<file path="src/rtl/req_encoder_pkg.sv">
// Shared constants for the request encoder: FSM state codes, default sizes,
// and one-hot/binary conversion helpers.
package req_encoder_pkg;

  localparam logic [0:0] ST_IDLE    = 1'b0;
  localparam logic [0:0] ST_PRESENT = 1'b1;

  localparam int DEF_N = 4;
  localparam int DEF_W = 2;
  localparam int MAX_N = 32;

  function automatic logic [MAX_N-1:0] bin2onehot(input logic [4:0] bin);
    logic [MAX_N-1:0] oh;
    oh = '0;
    oh[bin] = 1'b1;
    return oh;
  endfunction

  // Multi-hot input returns the highest set index.
  function automatic logic [4:0] onehot2bin(input logic [MAX_N-1:0] oh);
    logic [4:0] bin;
    bin = '0;
    for (int i = 0; i < MAX_N; i++) begin
      if (oh[i]) bin = 5'(i);
    end
    return bin;
  endfunction

endpackage

</file>
<file path="src/rtl/req_encoder_prio_pick.sv">
// Combinational winner search over the pending set, starting at a given index.
// DESCEND=1 walks start-1, start-2, ... (start=0 gives highest-index-first).
module prio_pick
  import req_encoder_pkg::*;
#(
  parameter int N       = DEF_N,
  parameter int W       = DEF_W,
  parameter bit DESCEND = 1'b1
) (
  input  logic [N-1:0] pend,
  input  logic [W-1:0] start,
  output logic [W-1:0] win,
  output logic         any
);

  logic [W-1:0] w_idx;
  logic         w_found;

  // W-bit arithmetic wraps modulo N, which gives the circular search order.
  always_comb begin
    win     = '0;
    w_idx   = '0;
    w_found = 1'b0;
    for (int i = 1; i <= N; i++) begin
      if (DESCEND) w_idx = start - W'(i);
      else         w_idx = start + W'(i - 1);
      if (!w_found && pend[w_idx]) begin
        win     = w_idx;
        w_found = 1'b1;
      end
    end
  end

  assign any = |pend;

endmodule

</file>
<file path="src/rtl/req_encoder.sv">
// Registered N-to-log2(N) request encoder with valid/ack handshake.
// Build option ROUND_ROBIN_EN selects round-robin instead of highest-index-first.
module req_encoder
  import req_encoder_pkg::*;
#(
  parameter int N = DEF_N,
  parameter int W = DEF_W
) (
  input  logic         clk,
  input  logic         rst,
  input  logic         En,
  input  logic [N-1:0] req,
  input  logic         ack,
  output logic [W-1:0] code,
  output logic         valid,
  output logic [N-1:0] pend,
  output logic [0:0]   o_dbg_state
);

  // Handshake: code is offered while valid=1 and stays stable until the
  // consumer raises ack; the transfer happens on an edge with valid & ack.
  logic [0:0]   r_state;
  logic [W-1:0] r_code;
  logic         r_valid;
  logic [N-1:0] r_pend;

  logic         w_xfer;
  logic [N-1:0] w_clr;
  logic [W-1:0] w_start;
  logic [W-1:0] w_win;
  logic         w_any;

  assign w_xfer = r_valid & ack;
  assign w_clr  = w_xfer ? (N'(1) << r_code) : '0;

`ifdef ROUND_ROBIN_EN
  localparam bit PICK_DESCEND = 1'b0;
  logic [W-1:0] r_rr_ptr;

  always_ff @(posedge clk) begin
    if (rst)         r_rr_ptr <= '0;
    else if (w_xfer) r_rr_ptr <= r_code + W'(1);
  end

  assign w_start = r_rr_ptr;
`else
  localparam bit PICK_DESCEND = 1'b1;
  assign w_start = '0;
`endif

  prio_pick #(.N(N), .W(W), .DESCEND(PICK_DESCEND)) u_pick (
    .pend  (r_pend),
    .start (w_start),
    .win   (w_win),
    .any   (w_any)
  );

  // New requests OR in after the clear, so a re-asserted granted bit survives.
  always_ff @(posedge clk) begin
    if (rst) r_pend <= '0;
    else     r_pend <= (r_pend & ~w_clr) | (En ? req : '0);
  end

  always_ff @(posedge clk) begin
    if (rst) begin
      r_state <= ST_IDLE;
      r_code  <= '0;
      r_valid <= 1'b0;
    end else begin
      case (r_state)
        ST_IDLE: begin
          if (w_any) begin
            r_code  <= w_win;
            r_valid <= 1'b1;
            r_state <= ST_PRESENT;
          end
        end
        ST_PRESENT: begin
          if (ack) begin
            r_valid <= 1'b0;
            r_state <= ST_IDLE;
          end
        end
        default: begin
          r_valid <= 1'b0;
          r_state <= ST_IDLE;
        end
      endcase
    end
  end

  assign code        = r_code;
  assign valid       = r_valid;
  assign pend        = r_pend;
  assign o_dbg_state = r_state;

endmodule
</file>
<file path="config.mk">
export PLATFORM = sky130hd
export DESIGN_NAME = req_encoder
export DESIGN_NICKNAME = d
export VERILOG_FILES = /design/src/rtl/req_encoder_pkg.sv /design/src/rtl/req_encoder_prio_pick.sv /design/src/rtl/req_encoder.sv
export SDC_FILE = /design/constraint.sdc
export NUM_CORES = 1
export LEC_CHECK = 0
export ABC_AREA = 1
export CAP_MARGIN = 20
export CORE_AREA = 3 3 40 42
export CTS_BUF_LIST = sky130_fd_sc_hd__clkbuf_8 sky130_fd_sc_hd__clkbuf_16
export DETAILED_ROUTE_END_ITERATION = 12
export DIE_AREA = 0 0 43 45
export SKIP_LAST_GASP = 1
export SLEW_MARGIN = 20
export SYNTH_ARGS = -nofsm -noshare
export SYNTH_HDL_FRONTEND = slang
export SYNTH_SLANG_ARGS = --single-unit
</file>
<file path="constraint.sdc">
create_clock -name clk -period 1.4 [get_ports clk]
set_input_delay 0.14 -clock clk [delete_from_list [all_inputs] [get_ports clk]]
set_output_delay 0.14 -clock clk [all_outputs]
set_load 0.01 [all_outputs]
</file>
* Word level (Yosys, flattened, before mapping)
Cells that the tools add are included.
** Storage, ports and cells
- Output and inout port bits :: 8
- Logic and storage cells :: 36
- Flip-flop bits (word level) :: 8
** Operators by class
- Reduce and logical (&&, ||, !) cells :: 9
- Equal/unequal tests :: 2
- Shifts and indexed selects :: 1
- Bitwise logic cells :: 5
- Mux-type cells :: 15
** Operators with widths (count)
- $mux W2 :: 4
- $mux W4 :: 2
- $mux W1 :: 7
- $and A4 B4 Y4 :: 1
- $not A4 Y4 :: 1
- $or A4 B4 Y4 :: 1
- $pmux W1 S2 :: 2
- $reduce_and A2 Y1 :: 2
- $reduce_or A4 Y1 :: 1
- $shl A1 B2 Y4 const A :: 1
- $logic_and A1 B1 Y1 :: 3
- $logic_not A1 Y1 :: 3
- $ne A2 B1 Y1 const B :: 1
- $ne A2 B2 Y1 const B :: 1
- $and A1 B1 Y1 :: 1
- $not A1 Y1 :: 1

* Logic depth before layout (Yosys ltp)
Gate-level depths: netlist (run 1).
- Word-level depth :: 10
- Gate-level depth with buffers :: 6
- Mapped depth without buffers :: 6

* Modules after synthesis
Synthesis (run 1) repeated with hierarchy kept, for this count alone.
** Second synthesis, totals
- Cells, all modules :: 95
- Area total of the unflattened synthesis :: 630.6 um^2
** By module, submodules not included
- req_encoder :: area each 326.6 um^2, cells each 45, times used 1, sequential area each 160.2 um^2
- prio_pick :: area each 304.0 um^2, cells each 50, times used 1, sequential area each 0.0 um^2

* Least setup slack after synthesis (run 1)
No wires, ideal clock.
- Kind :: register -> register
- Start point :: register r_pend[3], in the netlist pend[3]
- End point :: register r_code[0], in the netlist code[0]
- Library setup time :: 113 ps
- Cell stages (with the launch flop) :: 7
- Data arrival time :: 750 ps
- Required time :: 1287 ps
- Setup slack :: 537 ps
- Path buffers :: 0
- Path through :: dfxtp_1 > nor2_2 > nand2_2 > nand2_4 > nand2_1 > nand2_1 > nor2_1
** Between the ends
- Cells in the longest elaborated chain, start to end :: 10
** RTL lines
- start: declaration :: line req_encoder.sv:25 : logic [N-1:0] r_pend;
- start signal: assignment :: line req_encoder.sv:61 : else r_pend <= (r_pend & ~w_clr) | (En ? req : '0);
- $mux W1 :: line req_encoder_prio_pick.sv:27 : if (!w_found && pend[w_idx]) begin
- $logic_not A1 Y1 :: line req_encoder_prio_pick.sv:27
- $logic_and A1 B1 Y1 :: line req_encoder_prio_pick.sv:27
- $mux W1 :: line req_encoder_prio_pick.sv:27
- $logic_not A1 Y1 :: line req_encoder_prio_pick.sv:27
- $logic_and A1 B1 Y1 :: line req_encoder_prio_pick.sv:27
- $mux W1 :: line req_encoder_prio_pick.sv:27
- $logic_not A1 Y1 :: line req_encoder_prio_pick.sv:27
- $logic_and A1 B1 Y1 :: line req_encoder_prio_pick.sv:27
- $mux W2 :: line req_encoder_prio_pick.sv:27
- end signal: assignment :: line req_encoder.sv:73 : r_code <= w_win;
- end: declaration :: line req_encoder.sv:23 : logic [W-1:0] r_code;
Several ways; a longest one is shown, not always the timed one.
A chain may end at the register's enable or synchronous reset.

* Worst setup path in the final report (run 1)
- Start point :: register r_code[1], in the netlist code[1]
- End point :: output code[1]
** RTL lines
- end: declaration :: line req_encoder.sv:14 : output logic [W-1:0] code,
No word-level cell between the ends.

==> reports/results.txt, run 1 <==
Maximum root-to-sink buffer count -> 2
Synth unique cells -> 11
Most used flip-flop cell after synthesis -> dfxtp_1
DRT Pass-1 Iters -> 5
Routed WL per cell -> 10.9 µm
Most frequent cells after synthesis -> 15 x nand2_1, 8 x dfxtp_1, 7 x inv_1
Clock Tree Root -> clkbuf_8
Status -> finished clean
Multi-input logic area -> 164 µm²
Remaining Overflow, GRT -> 0
Post-synth EDFFs -> 0
Vias in the first global route -> 394
WS Path Type -> register to output pin
Layout Nets -> 78
Cells after Synth -> 49
Tightest Hold Check Type -> primary input to register
Place WS -> 0.274 ns
Fmax -> 0.749 GHz
Die Y -> 45 µm
Post-CTS Repair Setup Buffers -> 0
Drt initial violations -> 6
Total CTS buffers -> 3
Critical path cell sequence -> clkdlybuf4s50_1
GRT Util Overall -> 0.109
Final hold slack -> 0.470 ns
Crit path max fanout -> 5
RSZ-0062 raised after global routing -> false
Top-count cell post-synth -> nand2_1
Final slew viol count -> 0
Num Clock Sinks -> 8
Post-synth top area cell -> dfxtp_1
DRC Markers -> 0
Pwr dens -> 1250 nW/µm²
Ant diodes -> 0
Final hold viol count -> 0
Routed WL -> 907 µm
Die Footprint -> 1940 µm²
Vias/cell -> 4.40
Synth top area share -> 0.457
Seq/Total Area, Yosys -> 0.457
Yosys reg bits -> 8
Via count -> 365
Maxcap violations -> 0
Peak VDD IR -> 0.776 mV
Die width -> 43 µm
Final setup vio count -> 0
CTS tree -> yes
Slew @ Worst Pin -> 0.242 ns
Register area -> 161 µm²
Worst clock skew -> 0.00372 ns
PortBufs -> 15
IO Count -> 16
Post_cts resized -> 0
Non-filler cells in the finished layout -> 83
First-pass GRT wire length -> 1510 µm
Critical path's top delay family -> buffers and inverters
Site Rows -> 13
Setup TNS -> 0 ns
Placed cell count -> 80
Buf/Inv on CP -> 1
Slew headroom -> 0.837
Layout cells sized above 1 -> 0.147
Clk pin slew, worst setup/hold paths -> 0.04 ns
Initial antenna violation count -> 0
Hold_buf cts -> 0
Crit path DAT -> 1.19 ns
Critical Path RT -> 1.26 ns
Clk_lat worst skew -> 0.23 ns
Synth Net Count -> 57
CP Launch Type -> register
Fin crit share -> 0.953
PnR worst setup slack -> 0.0655 ns
Largest net degree at the start of global routing -> 6
Leak Pwr -> 0.246 nW
Starting Density -> 0.273
Mapped Area -> 350 µm²
# fillers -> 139
Critical path endpoint category -> output pin
Overall Power -> 710 µW
Post-route antenna net violation count -> 0
Worst path slowest cell -> clkdlybuf4s50_1
Yosys warns -> 0
Routability cong. -> 0.777
Layout area overhead -> 62.5%
Main area contributors after synthesis -> dfxtp_1 46%, nand2_1 16%, inv_1 7.5%
CTS H-tree lvls -> 1
Max stage delay on crit path -> 0.57 ns
Average size of a mapped cell -> 7.15 µm²
Async set-reset flop share out of synthesis -> 0
Placeable Area -> 1280 µm²
Final Critical Period -> 1.33 ns
[sequential cells by signal, indices dropped and copies added, names as in the netlist]
| signal | count |
|---|---|
| valid | 1 |
| code | 2 |
| o_dbg_state | 1 |
| pend | 4 |
[stage by stage]
step	util	instance area, µm²
2_1_floorplan	-	350
3_3_place_gp	0.410	527
3_5_place_dp	0.410	527
4_1_cts	0.442	568
5_1_grt	0.443	569
6_report	0.443	569
[worst paths after layout]
check / from / to / slack, ns / cells after the start
hold reg to reg: valid / valid / 0.47 / 2
setup / recovery: code[1] / code[1] / 0.07 / 1
setup reg to reg: pend[3] / code[0] / 0.51 / 6
hold / removal: req[3] / pend[3] / 0.47 / 3
[report_power, final]
group	leakage [nW]	internal, mW	switching, mW
clock network	0.0216	0.186	0.0900
registers	0.0667	0.253	0.0236
logic	0.157	0.0844	0.0728
[final cells by class]
class / instances / share of cell area
inverters: 7 / 0.0462
well taps: 15 / 0.0330
flip-flops and latches: 8 / 0.284
clock buffers: 3 / 0.0725
repair buffers: 16 / 0.277
multi-input cells: 34 / 0.288
[cell usage in the layout (no fill, tap or decap)]
master / n
clkdlybuf4s50_1: 15
inv_1: 7
nor2_1: 3
nor2_2: 1
o21ai_0: 5
nand2_4: 1
clkbuf_8: 3
dfxtp_2: 1
dfxtp_1: 7
o21bai_1: 1
nand2_2: 2
a21oi_1: 5
buf_4: 1
a21oi_2: 1
nand2_1: 15
[per-layer routing]
metal / GRT usage / vias up / wire length, µm
met5: 0 / - / 0
met1: 0.121 / 159 / 435
met2: 0.165 / 14 / 382
met3: 0.0797 / 0 / 89
li1: - / 192 / -
met4: 0.0361 / 0 / 0
[cells by family after synthesis]
family	synth area share
flops	0.457
buf+inv	0.0750
simple gates	0.279
compound gates	0.189
Power figures use the tool's default switching activity.
==> run 2, diff against run 1 <==
--- a/config.mk
+++ b/config.mk
@@ -7,10 +7,14 @@
 export LEC_CHECK = 0
 export ABC_AREA = 1
 export CAP_MARGIN = 20
-export CORE_AREA = 3 3 40 42
+export CELL_PAD_IN_SITES_DETAIL_PLACEMENT = 1
+export CELL_PAD_IN_SITES_GLOBAL_PLACEMENT = 1
+export CORE_MARGIN = 3
+export CORE_UTILIZATION = 27
 export CTS_BUF_LIST = sky130_fd_sc_hd__clkbuf_8 sky130_fd_sc_hd__clkbuf_16
+export CTS_CLUSTER_DIAMETER = 60
 export DETAILED_ROUTE_END_ITERATION = 12
-export DIE_AREA = 0 0 43 45
+export PLACE_DENSITY_LB_ADDON = 0.1
 export SKIP_LAST_GASP = 1
 export SLEW_MARGIN = 20
 export SYNTH_ARGS = -nofsm -noshare
==> run 2 against run 1 <==
Against the previous run:
- fmax is 0.60% lower
- sequential power hardly changed
- hold slack worse by 0.0027 ns
- first-iteration DRC count is 50% higher
- critical path depth stayed put
- worst setup slack worse by 0.0080 ns
- via count is 3.0% higher
- critical path type unchanged
- critical endpoint unchanged
- largest cell class unchanged
==> reports/results.txt, run 2 (same netlist as run 1, synthesis figures left out) <==
Layout cells sized above 1 -> 0.132
Starting Density -> 0.303
GRT Util Overall -> 0.117
DRC Markers -> 0
Critical Path RT -> 1.26 ns
Crit path max fanout -> 5
CTS tree -> yes
Via count -> 376
Die Y -> 42.0 µm
Internal power -> 522 µW
Met1 Resource Use GR -> 0.151
Vias in the first global route -> 381
Buf/Inv on CP -> 1
Worst clock skew -> 0.00435 ns
Fmax -> 0.745 GHz
Switching share of power -> 0.257
Fin crit share -> 0.959
WS Path Type -> register to output pin
P_sw -> 181 µW
Worst path slowest cell -> clkdlybuf4s50_1
Leak Pwr -> 0.245 nW
Non-filler cells in the finished layout -> 82
Die width -> 42.0 µm
Critical path endpoint category -> output pin
CTS H-tree lvls -> 1
Hold_buf cts -> 0
Overall Power -> 703 µW
RSZ-0062 raised after global routing -> false
Layout Nets -> 78
Max FFs per register -> 4
PnR worst setup slack -> 0.0575 ns
Tightest Hold Check Type -> register to register
Setup TNS -> 0 ns
Final slew viol count -> 0
Dpl hpwl -> 732 µm
Placeable Area -> 1160 µm²
Layout area overhead -> 61.8%
Peak VDD IR -> 1.01 mV
Maxcap violations -> 0
Largest net degree at the start of global routing -> 6
Critical path's top delay family -> buffers and inverters
Clk_lat worst skew -> 0.23 ns
GR peak layer -> met2
Final hold viol count -> 0
Site Rows -> 12
Drt initial violations -> 9
Routability cong. -> 0.777
Design area -> 567 µm²
GR Layer Usage met3 -> 0.0773
Clk pin slew, worst setup/hold paths -> 0.04 ns
# fillers -> 150
Commonest non-fill, non-tap cells in the layout -> 15 x nand2_1, 15 x clkdlybuf4s50_1, 8 x dfxtp_1, 7 x inv_1
Critical path cell sequence -> clkdlybuf4s50_1
Stages on worst setup path -> 1
Met2 usage -> 0.167
DRT Pass-1 Iters -> 4
Combinational power share -> 0.224
Final hold slack -> 0.467 ns
Slew headroom -> 0.838
IO Count -> 16
Maximum root-to-sink buffer count -> 2
Max stage delay on crit path -> 0.58 ns
Num Clock Sinks -> 8
Post-CTS Repair Setup Buffers -> 0
Crit path DAT -> 1.20 ns
Post-route antenna net violation count -> 0
Remaining Overflow, GRT -> 0
Initial antenna violation count -> 0
Ant diodes -> 0
Hold path depth -> 2
CP Launch Type -> register
Sequential power share -> 0.391
Finished Core Util -> 0.490
Die Footprint -> 1770 µm²
Total CTS buffers -> 3
Routed WL per cell -> 11.1 µm
Final setup vio count -> 0
Clk pwr share -> 0.385
Routed WL -> 914 µm
Status -> finished clean
Clock Tree Root -> clkbuf_8
Final Critical Period -> 1.34 ns
Slew @ Worst Pin -> 0.241 ns
Post_cts resized -> 0
Place WS -> 0.279 ns
First-pass GRT wire length -> 1590 µm
Placed cell count -> 79
Worst reg-to-reg path cell count -> 6
PortBufs -> 15
Placed inst area -> 526 µm²
Pwr dens -> 1240 nW/µm²
Vias/cell -> 4.59
run 2: path summary, 6_finish.rpt:
| path | to | from | slack [ns] |
|---|---|---|---|
| hold reg to reg | valid | valid | 0.47 |
| setup reg to reg | code[0] | pend[3] | 0.50 |
| hold / removal | valid | valid | 0.47 |
| setup / recovery | code[1] | code[1] | 0.06 |
run 2: routing by layer:
layer / vias to the layer above / share of wire
met5: - / 0
met4: 0 / 0
met1: 169 / 0.50
li1: 192 / -
met3: 0 / 0.066
met2: 15 / 0.44
run 2: power groups by stage:
stage | logic (mW) | clock network (mW) | registers [mW]
2_1_floorplan | 0.0653 | 0 | 0.286
6_report | 0.158 | 0.271 | 0.275
3_3_place_gp | 0.159 | 0 | 0.279
5_1_grt | 0.176 | 0.293 | 0.280
4_1_cts | 0.161 | 0.280 | 0.276
3_5_place_dp | 0.159 | 0 | 0.279
run 2: cell type report:
type	count	area, µm²	area share
Clock buffer	3	41.3	0.0728
Inverter	7	26.3	0.0464
Timing Repair Buffer	16	158	0.278
Tap cell	14	17.5	0.0309
Multi-Input combinational cell	34	164	0.289
Sequential cell	8	160	0.283
==> run 3, diff against run 2 <==
--- a/config.mk
+++ b/config.mk
@@ -12,7 +12,7 @@
 export CORE_MARGIN = 3
 export CORE_UTILIZATION = 27
 export CTS_BUF_LIST = sky130_fd_sc_hd__clkbuf_8 sky130_fd_sc_hd__clkbuf_16
-export CTS_CLUSTER_DIAMETER = 60
+export CTS_CLUSTER_DIAMETER = 50
 export DETAILED_ROUTE_END_ITERATION = 12
 export PLACE_DENSITY_LB_ADDON = 0.1
 export SKIP_LAST_GASP = 1
==> results of run 3 <==
The final DEF is identical to that of run 2; final timing and power are the same.
